--- src/rtl/mc_pkg.sv ---
// Shared encodings for the iterative multiply/divide unit.
package mc_pkg;

  typedef enum logic [2:0] {
    MD_MULT  = 3'b000,
    MD_MULTU = 3'b001,
    MD_DIV   = 3'b010,
    MD_DIVU  = 3'b011,
    MD_MTHI  = 3'b100,
    MD_MTLO  = 3'b101
  } md_op_e;

  typedef enum logic [1:0] {
    S_IDLE = 2'd0,
    S_RUN  = 2'd1,
    S_FIX  = 2'd2
  } state_e;

endpackage

--- src/rtl/mc_muldiv_core.sv ---
// One iteration of the shift-add multiply or restoring shift-subtract divide.
module mc_muldiv_core #(
  parameter int WIDTH = 32
) (
  input  logic             mul,
  input  logic [WIDTH:0]   acc_hi,
  input  logic [WIDTH-1:0] acc_lo,
  input  logic [WIDTH-1:0] opnd,
  output logic [WIDTH:0]   acc_hi_nxt,
  output logic [WIDTH-1:0] acc_lo_nxt
);

  logic [WIDTH:0]   sum;
  logic [WIDTH+1:0] shifted;
  logic [WIDTH+1:0] diff;

  always_comb begin
    // Multiply: acc_lo holds the multiplier, consumed LSB first.
    sum     = acc_hi + (acc_lo[0] ? {1'b0, opnd} : '0);
    // Divide: acc_lo holds the dividend, shifted out MSB first while quotient bits enter.
    shifted = {acc_hi, acc_lo[WIDTH-1]};
    diff    = shifted - {2'b00, opnd};
    if (mul) begin
      acc_hi_nxt = {1'b0, sum[WIDTH:1]};
      acc_lo_nxt = {sum[0], acc_lo[WIDTH-1:1]};
    end else if (diff[WIDTH+1]) begin
      acc_hi_nxt = shifted[WIDTH:0];
      acc_lo_nxt = {acc_lo[WIDTH-2:0], 1'b0};
    end else begin
      acc_hi_nxt = diff[WIDTH:0];
      acc_lo_nxt = {acc_lo[WIDTH-2:0], 1'b1};
    end
  end

endmodule

--- src/rtl/mc_muldiv.sv ---
// Multicycle multiply/divide unit with HI/LO registers; the first RUN cycle loads the accumulators.
module mc_muldiv
  import mc_pkg::*;
#(
  parameter int WIDTH = 32
) (
  input  logic             clk,
  input  logic             rst,
  input  logic             start,
  input  logic [2:0]       op,
  input  logic [WIDTH-1:0] a,
  input  logic [WIDTH-1:0] b,
  output logic             busy,
  output logic             done,
  output logic [WIDTH-1:0] hi,
  output logic [WIDTH-1:0] lo
);

  localparam int CNTW = $clog2(WIDTH + 1);

  state_e             state_q, state_d;
  logic [CNTW-1:0]    cnt_q, cnt_d;
  logic [WIDTH-1:0]   opa_q, opa_d, opb_q, opb_d, a_orig_q, a_orig_d;
  logic [WIDTH:0]     acc_hi_q, acc_hi_d, core_hi;
  logic [WIDTH-1:0]   acc_lo_q, acc_lo_d, core_lo;
  logic [WIDTH-1:0]   hi_q, hi_d, lo_q, lo_d;
  logic               is_div_q, is_div_d, neg_res_q, neg_res_d;
  logic               neg_rem_q, neg_rem_d, div0_q, div0_d, done_q, done_d;
  logic               is_mul_op, is_div_op, is_signed, sign_a, sign_b, accept;
  logic [2*WIDTH-1:0] prod;
  logic [WIDTH-1:0]   quot, rem;

  assign is_mul_op = (op == MD_MULT) || (op == MD_MULTU);
  assign is_div_op = (op == MD_DIV) || (op == MD_DIVU);
  assign is_signed = (op == MD_MULT) || (op == MD_DIV);
  assign sign_a    = is_signed & a[WIDTH-1];
  assign sign_b    = is_signed & b[WIDTH-1];
  assign accept    = start && (state_q == S_IDLE);

  mc_muldiv_core #(.WIDTH(WIDTH)) u_core (
    .mul       (!is_div_q),
    .acc_hi    (acc_hi_q),
    .acc_lo    (acc_lo_q),
    .opnd      (opb_q),
    .acc_hi_nxt(core_hi),
    .acc_lo_nxt(core_lo)
  );

  always_ff @(posedge clk or posedge rst) begin
    if (rst) state_q <= S_IDLE;
    else     state_q <= state_d;
  end

  always_comb begin
    state_d = state_q;
    case (state_q)
      S_IDLE:  if (accept && (is_mul_op || is_div_op)) state_d = S_RUN;
      S_RUN:   if (cnt_q == CNTW'(WIDTH)) state_d = S_FIX;
      S_FIX:   state_d = S_IDLE;
      default: state_d = S_IDLE;
    endcase
  end

  always_comb begin
    busy = (state_q != S_IDLE);
  end

  always_comb begin
    prod = {acc_hi_q[WIDTH-1:0], acc_lo_q};
    if (neg_res_q) prod = -prod;
    quot = neg_res_q ? -acc_lo_q : acc_lo_q;
    rem  = neg_rem_q ? -acc_hi_q[WIDTH-1:0] : acc_hi_q[WIDTH-1:0];
  end

  always_comb begin
    cnt_d     = cnt_q;
    opa_d     = opa_q;
    opb_d     = opb_q;
    a_orig_d  = a_orig_q;
    acc_hi_d  = acc_hi_q;
    acc_lo_d  = acc_lo_q;
    hi_d      = hi_q;
    lo_d      = lo_q;
    is_div_d  = is_div_q;
    neg_res_d = neg_res_q;
    neg_rem_d = neg_rem_q;
    div0_d    = div0_q;
    done_d    = 1'b0;
    case (state_q)
      S_IDLE: begin
        if (accept && (is_mul_op || is_div_op)) begin
          opa_d     = sign_a ? -a : a;
          opb_d     = sign_b ? -b : b;
          a_orig_d  = a;
          is_div_d  = is_div_op;
          neg_res_d = sign_a ^ sign_b;
          neg_rem_d = sign_a;
          div0_d    = is_div_op && (b == '0);
          cnt_d     = '0;
        end else if (accept && op == MD_MTHI) begin
          hi_d   = a;
          done_d = 1'b1;
        end else if (accept && op == MD_MTLO) begin
          lo_d   = a;
          done_d = 1'b1;
        end
      end
      S_RUN: begin
        cnt_d = cnt_q + 1'b1;
        if (cnt_q == '0) begin
          acc_hi_d = '0;
          acc_lo_d = opa_q;
        end else begin
          acc_hi_d = core_hi;
          acc_lo_d = core_lo;
        end
      end
      S_FIX: begin
        done_d = 1'b1;
        if (!is_div_q) begin
          {hi_d, lo_d} = prod;
        end else if (div0_q) begin
          hi_d = a_orig_q;
          lo_d = '1;
        end else begin
          hi_d = rem;
          lo_d = quot;
        end
      end
      default: ;
    endcase
  end

  always_ff @(posedge clk or posedge rst) begin
    if (rst) begin
      cnt_q     <= '0;
      opa_q     <= '0;
      opb_q     <= '0;
      a_orig_q  <= '0;
      acc_hi_q  <= '0;
      acc_lo_q  <= '0;
      hi_q      <= '0;
      lo_q      <= '0;
      is_div_q  <= 1'b0;
      neg_res_q <= 1'b0;
      neg_rem_q <= 1'b0;
      div0_q    <= 1'b0;
      done_q    <= 1'b0;
    end else begin
      cnt_q     <= cnt_d;
      opa_q     <= opa_d;
      opb_q     <= opb_d;
      a_orig_q  <= a_orig_d;
      acc_hi_q  <= acc_hi_d;
      acc_lo_q  <= acc_lo_d;
      hi_q      <= hi_d;
      lo_q      <= lo_d;
      is_div_q  <= is_div_d;
      neg_res_q <= neg_res_d;
      neg_rem_q <= neg_rem_d;
      div0_q    <= div0_d;
      done_q    <= done_d;
    end
  end

  assign done = done_q;
  assign hi   = hi_q;
  assign lo   = lo_q;

endmodule

--- config.mk ---
export PLATFORM = sky130hd
export DESIGN_NAME = mc_muldiv
export DESIGN_NICKNAME = d
export VERILOG_FILES = /design/src/rtl/mc_pkg.sv /design/src/rtl/mc_muldiv_core.sv /design/src/rtl/mc_muldiv.sv
export SDC_FILE = /design/constraint.sdc
export NUM_CORES = 1
export LEC_CHECK = 0
export CORE_UTILIZATION = 65
export CTS_CLUSTER_DIAMETER = 80
export CTS_CLUSTER_SIZE = 16
export DETAILED_ROUTE_END_ITERATION = 10
export GPL_TIMING_DRIVEN = 0
export HOLD_SLACK_MARGIN = 0.12
export PLACE_DENSITY = 0.87
export SYNTH_ARGS = -nofsm -noshare
export SYNTH_HDL_FRONTEND = slang
export SYNTH_SLANG_ARGS = --single-unit
--- constraint.sdc ---
create_clock -name clk -period 14.45 [get_ports clk]
set_input_delay 3.6125 -clock clk [delete_from_list [all_inputs] [get_ports clk]]
set_output_delay 3.6125 -clock clk [all_outputs]
set_load 0.005 [all_outputs]
==> run_summary.xml, run 1 <==
<?xml version="1.0" encoding="UTF-8"?>
<metrics>
  <group name="critical_path">
    <metric name="setup.worst_path.start" unit="">a[10]</metric>
    <metric name="critical_path.reg2reg.startpoint" unit="">acc_lo_q[0]</metric>
    <metric name="r2r_end" unit="">acc_hi_q[22]</metric>
    <metric name="r2r.worst_path.cells" unit="">14</metric>
    <metric name="end_point_of_the_critical_path" unit="">opa_q[29]</metric>
    <metric name="timing.setup.critical_path_class" unit="">input pin to register</metric>
    <metric name="critical_path_arrival" unit="ns">7.02</metric>
    <metric name="crit_fanout" unit="">8</metric>
    <metric name="end_kind" unit="">register</metric>
    <metric name="critical_path.startpoint_type" unit="">input pin</metric>
    <metric name="worst_ep_required" unit="ns">14.89</metric>
    <metric name="r2r_setup_slack" unit="ns">9.71</metric>
  </group>
  <group name="routing">
    <metric name="detailedRoute.firstIterationViolations" unit="">2416</metric>
    <metric name="ant_nets" unit="">0</metric>
    <metric name="drt-pass1-iter-count" unit="">6</metric>
    <metric name="drc_viols" unit="">0</metric>
    <metric name="drt_wl_total" unit="um">63200</metric>
    <metric name="wl_per_cell" unit="um">23.0</metric>
    <metric name="vias_per_std_cell" unit="">6.79</metric>
    <metric name="via_count" unit="">18600</metric>
  </group>
  <group name="timing">
    <metric name="rsz0062_at_grt" unit="">false</metric>
    <metric name="timing.final.max_slew_violations" unit="">9</metric>
    <metric name="setup_skew_after_layout" unit="ns">0.0170</metric>
    <metric name="relSlewSlack" unit="">-0.0340</metric>
    <metric name="timing_worst_slew_pin_value" unit="ns">1.54</metric>
    <metric name="setup_total_negative_slack" unit="ns">0</metric>
    <metric name="timing_hold_violations_final" unit="">0</metric>
    <metric name="clock.fmax" unit="MHz">152</metric>
    <metric name="timing.final.crit_period" unit="ns">6.58</metric>
    <metric name="min_period_over_period" unit="">0.455</metric>
    <metric name="report.final.setup_viol" unit="">0</metric>
    <metric name="hold_ws" unit="ns">0.479</metric>
  </group>
  <group name="cells_and_area">
    <metric name="layout.nets" unit="">2540</metric>
    <metric name="final_design_area_no_fill" unit="mm2">0.0200</metric>
    <metric name="area_delta_synth_final" unit="%">12.5</metric>
    <metric name="layout.cells.non_filler" unit="">2745</metric>
    <metric name="layout-drive-gt1-share" unit="">0.0383</metric>
    <metric name="layout_commonest_cell" unit="">nand2_1</metric>
    <metric name="leading_cell_types_in_the_layout_fill_and_taps_excluded" unit="">385 x nand2_1, 260 x o21ai_0, 237 x dfrtp_1</metric>
  </group>
  <group name="logic_synthesis">
    <metric name="syn_avg_cell_area" unit="um2">7.89</metric>
    <metric name="synth.cell_area" unit="mm2">0.0178</metric>
    <metric name="synth_enable_flop_cells" unit="">0</metric>
    <metric name="synth_compound_gate_area_share" unit="">0.243</metric>
    <metric name="post_synth_fa_ha_maj_area_fraction" unit="">0.0515</metric>
    <metric name="synth_fp_nets" unit="">2395</metric>
    <metric name="ys_warn_count" unit="">0</metric>
    <metric name="synth.mux.area_fraction" unit="">0.0260</metric>
    <metric name="postSynthRegisterBits" unit="">237</metric>
    <metric name="dominantRegCellSynth" unit="">dfrtp_1</metric>
    <metric name="synth_seq_area_share" unit="">0.333</metric>
    <metric name="synth_simple_gate_area_share" unit="">0.206</metric>
    <metric name="syn_inst" unit="">2253</metric>
    <metric name="synth-xor-area-share" unit="">0.0817</metric>
    <metric name="post_synth_num_cell_types" unit="">86</metric>
    <metric name="synthArstFlopShare" unit="">1.00</metric>
    <metric name="largest_family_of_logic_cells_by_synthesized_area" unit="">compound AO/OA/AOI/OAI gates</metric>
  </group>
  <group name="placed_design">
    <metric name="io_buffers" unit="">123</metric>
    <metric name="gp_routability_congestion" unit="">1.01</metric>
    <metric name="dpl_cell_area" unit="mm2">0.0195</metric>
    <metric name="numPlacedInstances" unit="">2718</metric>
    <metric name="dp_hpwl" unit="um">48100</metric>
  </group>
  <group name="global_routing">
    <metric name="grt_util_met3" unit="">0.0945</metric>
    <metric name="pin_count_of_the_biggest_net_entering_global_routing" unit="">121</metric>
    <metric name="grt_most_used_layer" unit="">met2</metric>
    <metric name="grt_overflow_total" unit="">0</metric>
    <metric name="grt_antenna_before_repair" unit="">2</metric>
    <metric name="first_global_vias" unit="">18000</metric>
    <metric name="groute.layer.met1.usage" unit="">0.523</metric>
    <metric name="grt.total_usage" unit="">0.450</metric>
    <metric name="wire_length_of_the_first_global_routing_pass" unit="um">98000</metric>
    <metric name="use_met2" unit="">0.740</metric>
  </group>
  <group name="cts">
    <metric name="cts_root_buf" unit="">clkbuf_16</metric>
    <metric name="cts_made_buffers" unit="">19</metric>
    <metric name="longest_clk_path_bufs" unit="">3</metric>
    <metric name="clock_sink_count" unit="">237</metric>
    <metric name="clk_pin_slew_worst_paths" unit="ns">0.08</metric>
    <metric name="clock_tree_from_tritoncts" unit="">built</metric>
    <metric name="postCtsSetupRepairBufs" unit="">0</metric>
    <metric name="cts_hold_repair.buffers" unit="">0</metric>
    <metric name="ctsResizeCount" unit="">0</metric>
    <metric name="cts_max_level" unit="">1</metric>
    <metric name="clkLatencyLatePin" unit="ns">0.53</metric>
  </group>
  <group name="die">
    <metric name="initial_utilization" unit="">0.662</metric>
    <metric name="chipHeight" unit="um">167</metric>
    <metric name="fp.dieW" unit="um">167</metric>
    <metric name="io_pins" unit="">136</metric>
    <metric name="core_area" unit="mm2">0.0269</metric>
    <metric name="die_area" unit="mm2">0.0280</metric>
    <metric name="number_of_standard_cell_rows_in_the_floorplan" unit="">60</metric>
  </group>
  <group name="worst_hold_path">
    <metric name="worst_hold_path_type" unit="">register to register</metric>
    <metric name="hp-start" unit="">a_orig_q[6]</metric>
  </group>
  <group name="pwr">
    <metric name="vdd_drop_max" unit="mV">0.137</metric>
    <metric name="power_per_cell_area" unit="mW/mm2">226</metric>
    <metric name="leakagePower" unit="nW">8.48</metric>
  </group>
  <group name="run">
    <metric name="cap_viol_max_count" unit="">1</metric>
  </group>
  <group name="status">
    <metric name="failing_checks" unit="">capacitance limit, slew limit</metric>
    <metric name="status" unit="">complete, but fails checks</metric>
  </group>
</metrics>
critical path: stages:
cell and delay (ns):
clkdlybuf4s50_1 0.61, or4_1 0.63, nor4_1 0.37, nand2b_1 0.13, or2_2 0.31, nor3_1 0.48, nand3_1 0.25, o41ai_1 0.38
nand3_1 0.12, o211ai_1 0.12
how the worst min path moves through the flow:
stage / cells past startpoint / end
floorplan: 2 / a_orig_q[30]
global route: 2 / lo[16]
finish: 2 / a_orig_q[6]
detailed placement: 2 / a_orig_q[28]
CTS: 2 / a_orig_q[6]
global placement: 2 / lo[6]
report_power, final:
group	leakage (nW)	total [W]	switching, W	internal, W
sequential	3.02	0.00122	0.000259	0.000959
clock	0.262	0.000512	0.000263	0.000250
combinational	5.20	0.00280	0.00172	0.00108
total	8.48	0.00453	0.00224	0.00229
Yosys cell counts (all sizes together) (21+ instances only):
cell	count	area, um2
nor2	168	631
nor3	40	200
inv	70	263
o31ai	33	253
a21o	24	180
o22ai	30	188
o211ai	31	233
a21oi	146	731
o21ai	270	1350
nand2	386	1450
mux2i	45	450
ha	70	876
clkbuf	142	649
dfrtp	237	5930
nor4	23	144
xor2	92	806
nand3	53	265
xnor2	74	648
a22oi	21	158
nand2b	23	144
stage by stage:
stage          utilization  total power [W]  worst slack [ns]
3_3_place_gp         0.724          0.00381              1.29
4_1_cts              0.745          0.00441              8.00
3_5_place_dp         0.725          0.00390              7.47
2_1_floorplan            -          0.00300              4.33
6_report             0.745          0.00453              7.87
5_1_grt              0.745          0.00480              7.84
routing by layer:
layer	vias up	wire length, um
met4	0	4990
met2	1222	29000
met5	-	0
met1	8739	22900
met3	353	6320
li1	8322	-
registers in the layout, indices dropped and copies added (netlist names):
register,flops
neg_rem_q,1
opa_q,32
acc_hi_q,33
lo,32
div0_q,1
opb_q,32
cnt_q,6
is_div_q,1
hi,32
acc_lo_q,32
neg_res_q,1
state_q,2
done,1
a_orig_q,31
kinds of logic (layout without fill, tap and decap cells):
| logic type | count (synthesis) | count (layout) |
|---|---|---|
| mux | 46 | 46 |
| other cells | 0 | 1 |
| buf+inv | 233 | 383 |
| fa+ha+maj | 72 | 72 |
| flops | 237 | 237 |
| simple gates | 805 | 805 |
| compound gates | 694 | 694 |
| xor+xnor | 166 | 166 |
final cells by class:
class                      count  area [um2]
fill                        2042        6860
timing repair buffer         124        1260
buffer                       163         783
clock buffer                  22         507
multi-input combinational   1783       10800
antenna                        1        2.50
clock inverter                 4        30.0
sequential                   237        5930
tap                          341         427
inverter                      70         270
Power figures use the tool's default switching activity.
==> run 2: changes to the inputs <==
--- a/config.mk
+++ b/config.mk
@@ -5,13 +5,13 @@
 export SDC_FILE = /design/constraint.sdc
 export NUM_CORES = 1
 export LEC_CHECK = 0
-export CORE_UTILIZATION = 65
+export CORE_UTILIZATION = 60
 export CTS_CLUSTER_DIAMETER = 80
 export CTS_CLUSTER_SIZE = 16
 export DETAILED_ROUTE_END_ITERATION = 10
 export GPL_TIMING_DRIVEN = 0
 export HOLD_SLACK_MARGIN = 0.12
-export PLACE_DENSITY = 0.87
+export PLACE_DENSITY = 0.82
 export SYNTH_ARGS = -nofsm -noshare
 export SYNTH_HDL_FRONTEND = slang
 export SYNTH_SLANG_ARGS = --single-unit
==> constraint.sdc (replaced) <==
create_clock -name clk -period 6.6 [get_ports clk]
set_input_delay 1.65 -clock clk [delete_from_list [all_inputs] [get_ports clk]]
set_output_delay 1.65 -clock clk [all_outputs]
set_load 0.005 [all_outputs]
==> run 2 against run 1 <==
The flow now finishes without violations. Clock skew fell by 0.0018 ns. Clock power rose by 130%. Largest power group unchanged. Register-to-register slack got worse by 7.8 ns. Sequential cell count did not move. First-iteration DRC count fell by 14%. Via count fell by 2.7%.
==> run_summary.xml, run 2 (synthesized netlist as in run 1, its figures left out) <==
<?xml version="1.0" encoding="UTF-8"?>
<metrics>
  <group name="status">
    <metric name="status" unit="">completed</metric>
  </group>
  <group name="cells_and_area">
    <metric name="area_delta_synth_final" unit="%">13.6</metric>
    <metric name="final_design_area_no_fill" unit="mm2">0.0202</metric>
    <metric name="leading_cell_types_in_the_layout_fill_and_taps_excluded" unit="">385 x nand2_1, 260 x o21ai_0, 237 x dfrtp_1</metric>
    <metric name="layout_commonest_cell" unit="">nand2_1</metric>
    <metric name="regMostFlops" unit="">acc_hi_q</metric>
    <metric name="finish.utilization" unit="">0.699</metric>
    <metric name="final_antenna_diode_count" unit="">0</metric>
    <metric name="layout.cells.non_filler" unit="">2794</metric>
    <metric name="layout-drive-gt1-share" unit="">0.0411</metric>
    <metric name="ff_latch_area" unit="mm2">0.00593</metric>
    <metric name="fillCellCount" unit="">2389</metric>
    <metric name="multi_input_combinational_cell_area" unit="mm2">0.0108</metric>
    <metric name="largest_register_ffs" unit="">33</metric>
    <metric name="layout.nets" unit="">2547</metric>
  </group>
  <group name="global_routing">
    <metric name="grt_overflow_total" unit="">0</metric>
    <metric name="grt_antenna_before_repair" unit="">2</metric>
    <metric name="grt.total_usage" unit="">0.412</metric>
    <metric name="wire_length_of_the_first_global_routing_pass" unit="um">96900</metric>
    <metric name="pin_count_of_the_biggest_net_entering_global_routing" unit="">41</metric>
    <metric name="first_global_vias" unit="">17600</metric>
  </group>
  <group name="routing">
    <metric name="wl_per_cell" unit="um">22.5</metric>
    <metric name="via_count" unit="">18100</metric>
    <metric name="vias_per_std_cell" unit="">6.49</metric>
    <metric name="drc_viols" unit="">0</metric>
    <metric name="ant_nets" unit="">0</metric>
    <metric name="detailedRoute.firstIterationViolations" unit="">2087</metric>
    <metric name="drt-pass1-iter-count" unit="">6</metric>
    <metric name="drt_wl_total" unit="um">62800</metric>
  </group>
  <group name="die">
    <metric name="initial_utilization" unit="">0.615</metric>
    <metric name="number_of_standard_cell_rows_in_the_floorplan" unit="">62</metric>
    <metric name="io_pins" unit="">136</metric>
    <metric name="fp.dieW" unit="um">174</metric>
    <metric name="die_area" unit="mm2">0.0303</metric>
    <metric name="chipHeight" unit="um">174</metric>
    <metric name="core_area" unit="mm2">0.0289</metric>
  </group>
  <group name="cts">
    <metric name="clkLatencyLatePin" unit="ns">0.52</metric>
    <metric name="longest_clk_path_bufs" unit="">3</metric>
    <metric name="postCtsSetupRepairBufs" unit="">0</metric>
    <metric name="cts_max_level" unit="">1</metric>
    <metric name="cts_made_buffers" unit="">19</metric>
    <metric name="clock_sink_count" unit="">237</metric>
    <metric name="clock_tree_from_tritoncts" unit="">built</metric>
    <metric name="cts_hold_repair.buffers" unit="">0</metric>
    <metric name="ctsResizeCount" unit="">0</metric>
    <metric name="cts_root_buf" unit="">clkbuf_16</metric>
    <metric name="clk_pin_slew_worst_paths" unit="ns">0.07</metric>
  </group>
  <group name="timing">
    <metric name="report.final.setup_viol" unit="">0</metric>
    <metric name="timing_hold_violations_final" unit="">0</metric>
    <metric name="relSlewSlack" unit="">0.0685</metric>
    <metric name="min_period_over_period" unit="">0.721</metric>
    <metric name="timing.final.max_slew_violations" unit="">0</metric>
    <metric name="hold_ws" unit="ns">0.479</metric>
    <metric name="setup_skew_after_layout" unit="ns">0.0152</metric>
    <metric name="timing_worst_slew_pin_value" unit="ns">1.39</metric>
    <metric name="clock.fmax" unit="MHz">210</metric>
    <metric name="timing.final.crit_period" unit="ns">4.76</metric>
    <metric name="rsz0062_at_grt" unit="">false</metric>
  </group>
  <group name="pwr">
    <metric name="leakagePower" unit="nW">8.55</metric>
    <metric name="power_per_cell_area" unit="mW/mm2">493</metric>
    <metric name="vdd_drop_max" unit="mV">0.301</metric>
  </group>
  <group name="placed_design">
    <metric name="dpl_cell_area" unit="mm2">0.0196</metric>
    <metric name="gp_routability_congestion" unit="">1.02</metric>
    <metric name="dp_hpwl" unit="um">48900</metric>
    <metric name="numPlacedInstances" unit="">2767</metric>
    <metric name="io_buffers" unit="">123</metric>
  </group>
  <group name="critical_path">
    <metric name="setup.worst_path.start" unit="">a[10]</metric>
    <metric name="critical_path.startpoint_type" unit="">input pin</metric>
    <metric name="critical_path.reg2reg.startpoint" unit="">acc_hi_q[2]</metric>
    <metric name="r2r.worst_path.cells" unit="">11</metric>
    <metric name="crit_fanout" unit="">8</metric>
    <metric name="r2r_setup_slack" unit="ns">1.91</metric>
    <metric name="critical_path_arrival" unit="ns">5.20</metric>
    <metric name="r2r_end" unit="">acc_hi_q[18]</metric>
    <metric name="worst_ep_required" unit="ns">7.04</metric>
    <metric name="end_point_of_the_critical_path" unit="">opa_q[29]</metric>
    <metric name="end_kind" unit="">register</metric>
    <metric name="timing.setup.critical_path_class" unit="">input pin to register</metric>
  </group>
  <group name="run">
    <metric name="cap_viol_max_count" unit="">0</metric>
  </group>
  <group name="worst_hold_path">
    <metric name="worst_hold_path_type" unit="">register to register</metric>
  </group>
</metrics>
[run 2: cell types whose count changed in the layout (fill, tap and decap cells not counted), sizes merged]
| cell | previous run | this run |
|---|---|---|
| buf | 21 | 27 |
| bufinv | 0 | 2 |
| clkinv | 2 | 1 |
| clkinvlp | 1 | 2 |
| diode | 1 | 0 |
| inv | 71 | 70 |
[run 2: layer usage]
layer / global-route usage / vias to the layer above / share of wire
met5: 0 / - / 0.00019
met2: 0.689 / 1040 / 0.47
met4: 0.267 / 2 / 0.068
met1: 0.493 / 8554 / 0.37
li1: - / 8303 / -
met3: 0.0647 / 239 / 0.089
[run 2: area by class of cell]
cell class	instances	share of cell area
buffer	163	0.0388
clock buffer	21	0.0244
clock inverter	5	0.00402
inverter	70	0.0132
multi-input combinational	1783	0.535
sequential	237	0.293
tap	384	0.0238
timing repair buffer	131	0.0676
[run 2: worst min-delay path by stage]
stage | start | to | slack [ns] | cells past startpoint
3_5_place_dp | a_orig_q[12] | a_orig_q[12] | 0.46 | 2
3_3_place_gp | a_orig_q[6] | a_orig_q[6] | 0.46 | 2
5_1_grt | opb_q[15] | opb_q[15] | 0.50 | 2
4_1_cts | opb_q[17] | opb_q[17] | 0.48 | 2
2_1_floorplan | a_orig_q[30] | a_orig_q[30] | 0.45 | 2
6_report | lo[27] | lo[27] | 0.48 | 2
[run 2: power by group]
part           leakage, nW  total, W  internal, W  switching (W)
Combinational         5.25   0.00612      0.00238        0.00374
Clock                0.279   0.00119     0.000613       0.000580
Sequential            3.02   0.00265      0.00210       0.000556
[run 2: stage by stage]
stage	TNS (ns)	power, W	setup slack [ns]
final	0	0.00997	1.84
after global routing	0	0.0106	1.73
after CTS	0	0.00977	1.94
after detailed placement	0	0.00858	1.44
after global placement	-0.00449	0.00839	-0.000923
after floorplan	0	0.00656	1.84
[run 2: critical path, cell delays in order]
cell and delay [ns]:
clkdlybuf4s50_1 0.61, or4_1 0.63, nor4_1 0.32, nand2b_1 0.11
or2_2 0.32, nor3_1 0.51, nand3_1 0.25, o41ai_1 0.47
nand3_1 0.16, o211ai_1 0.14
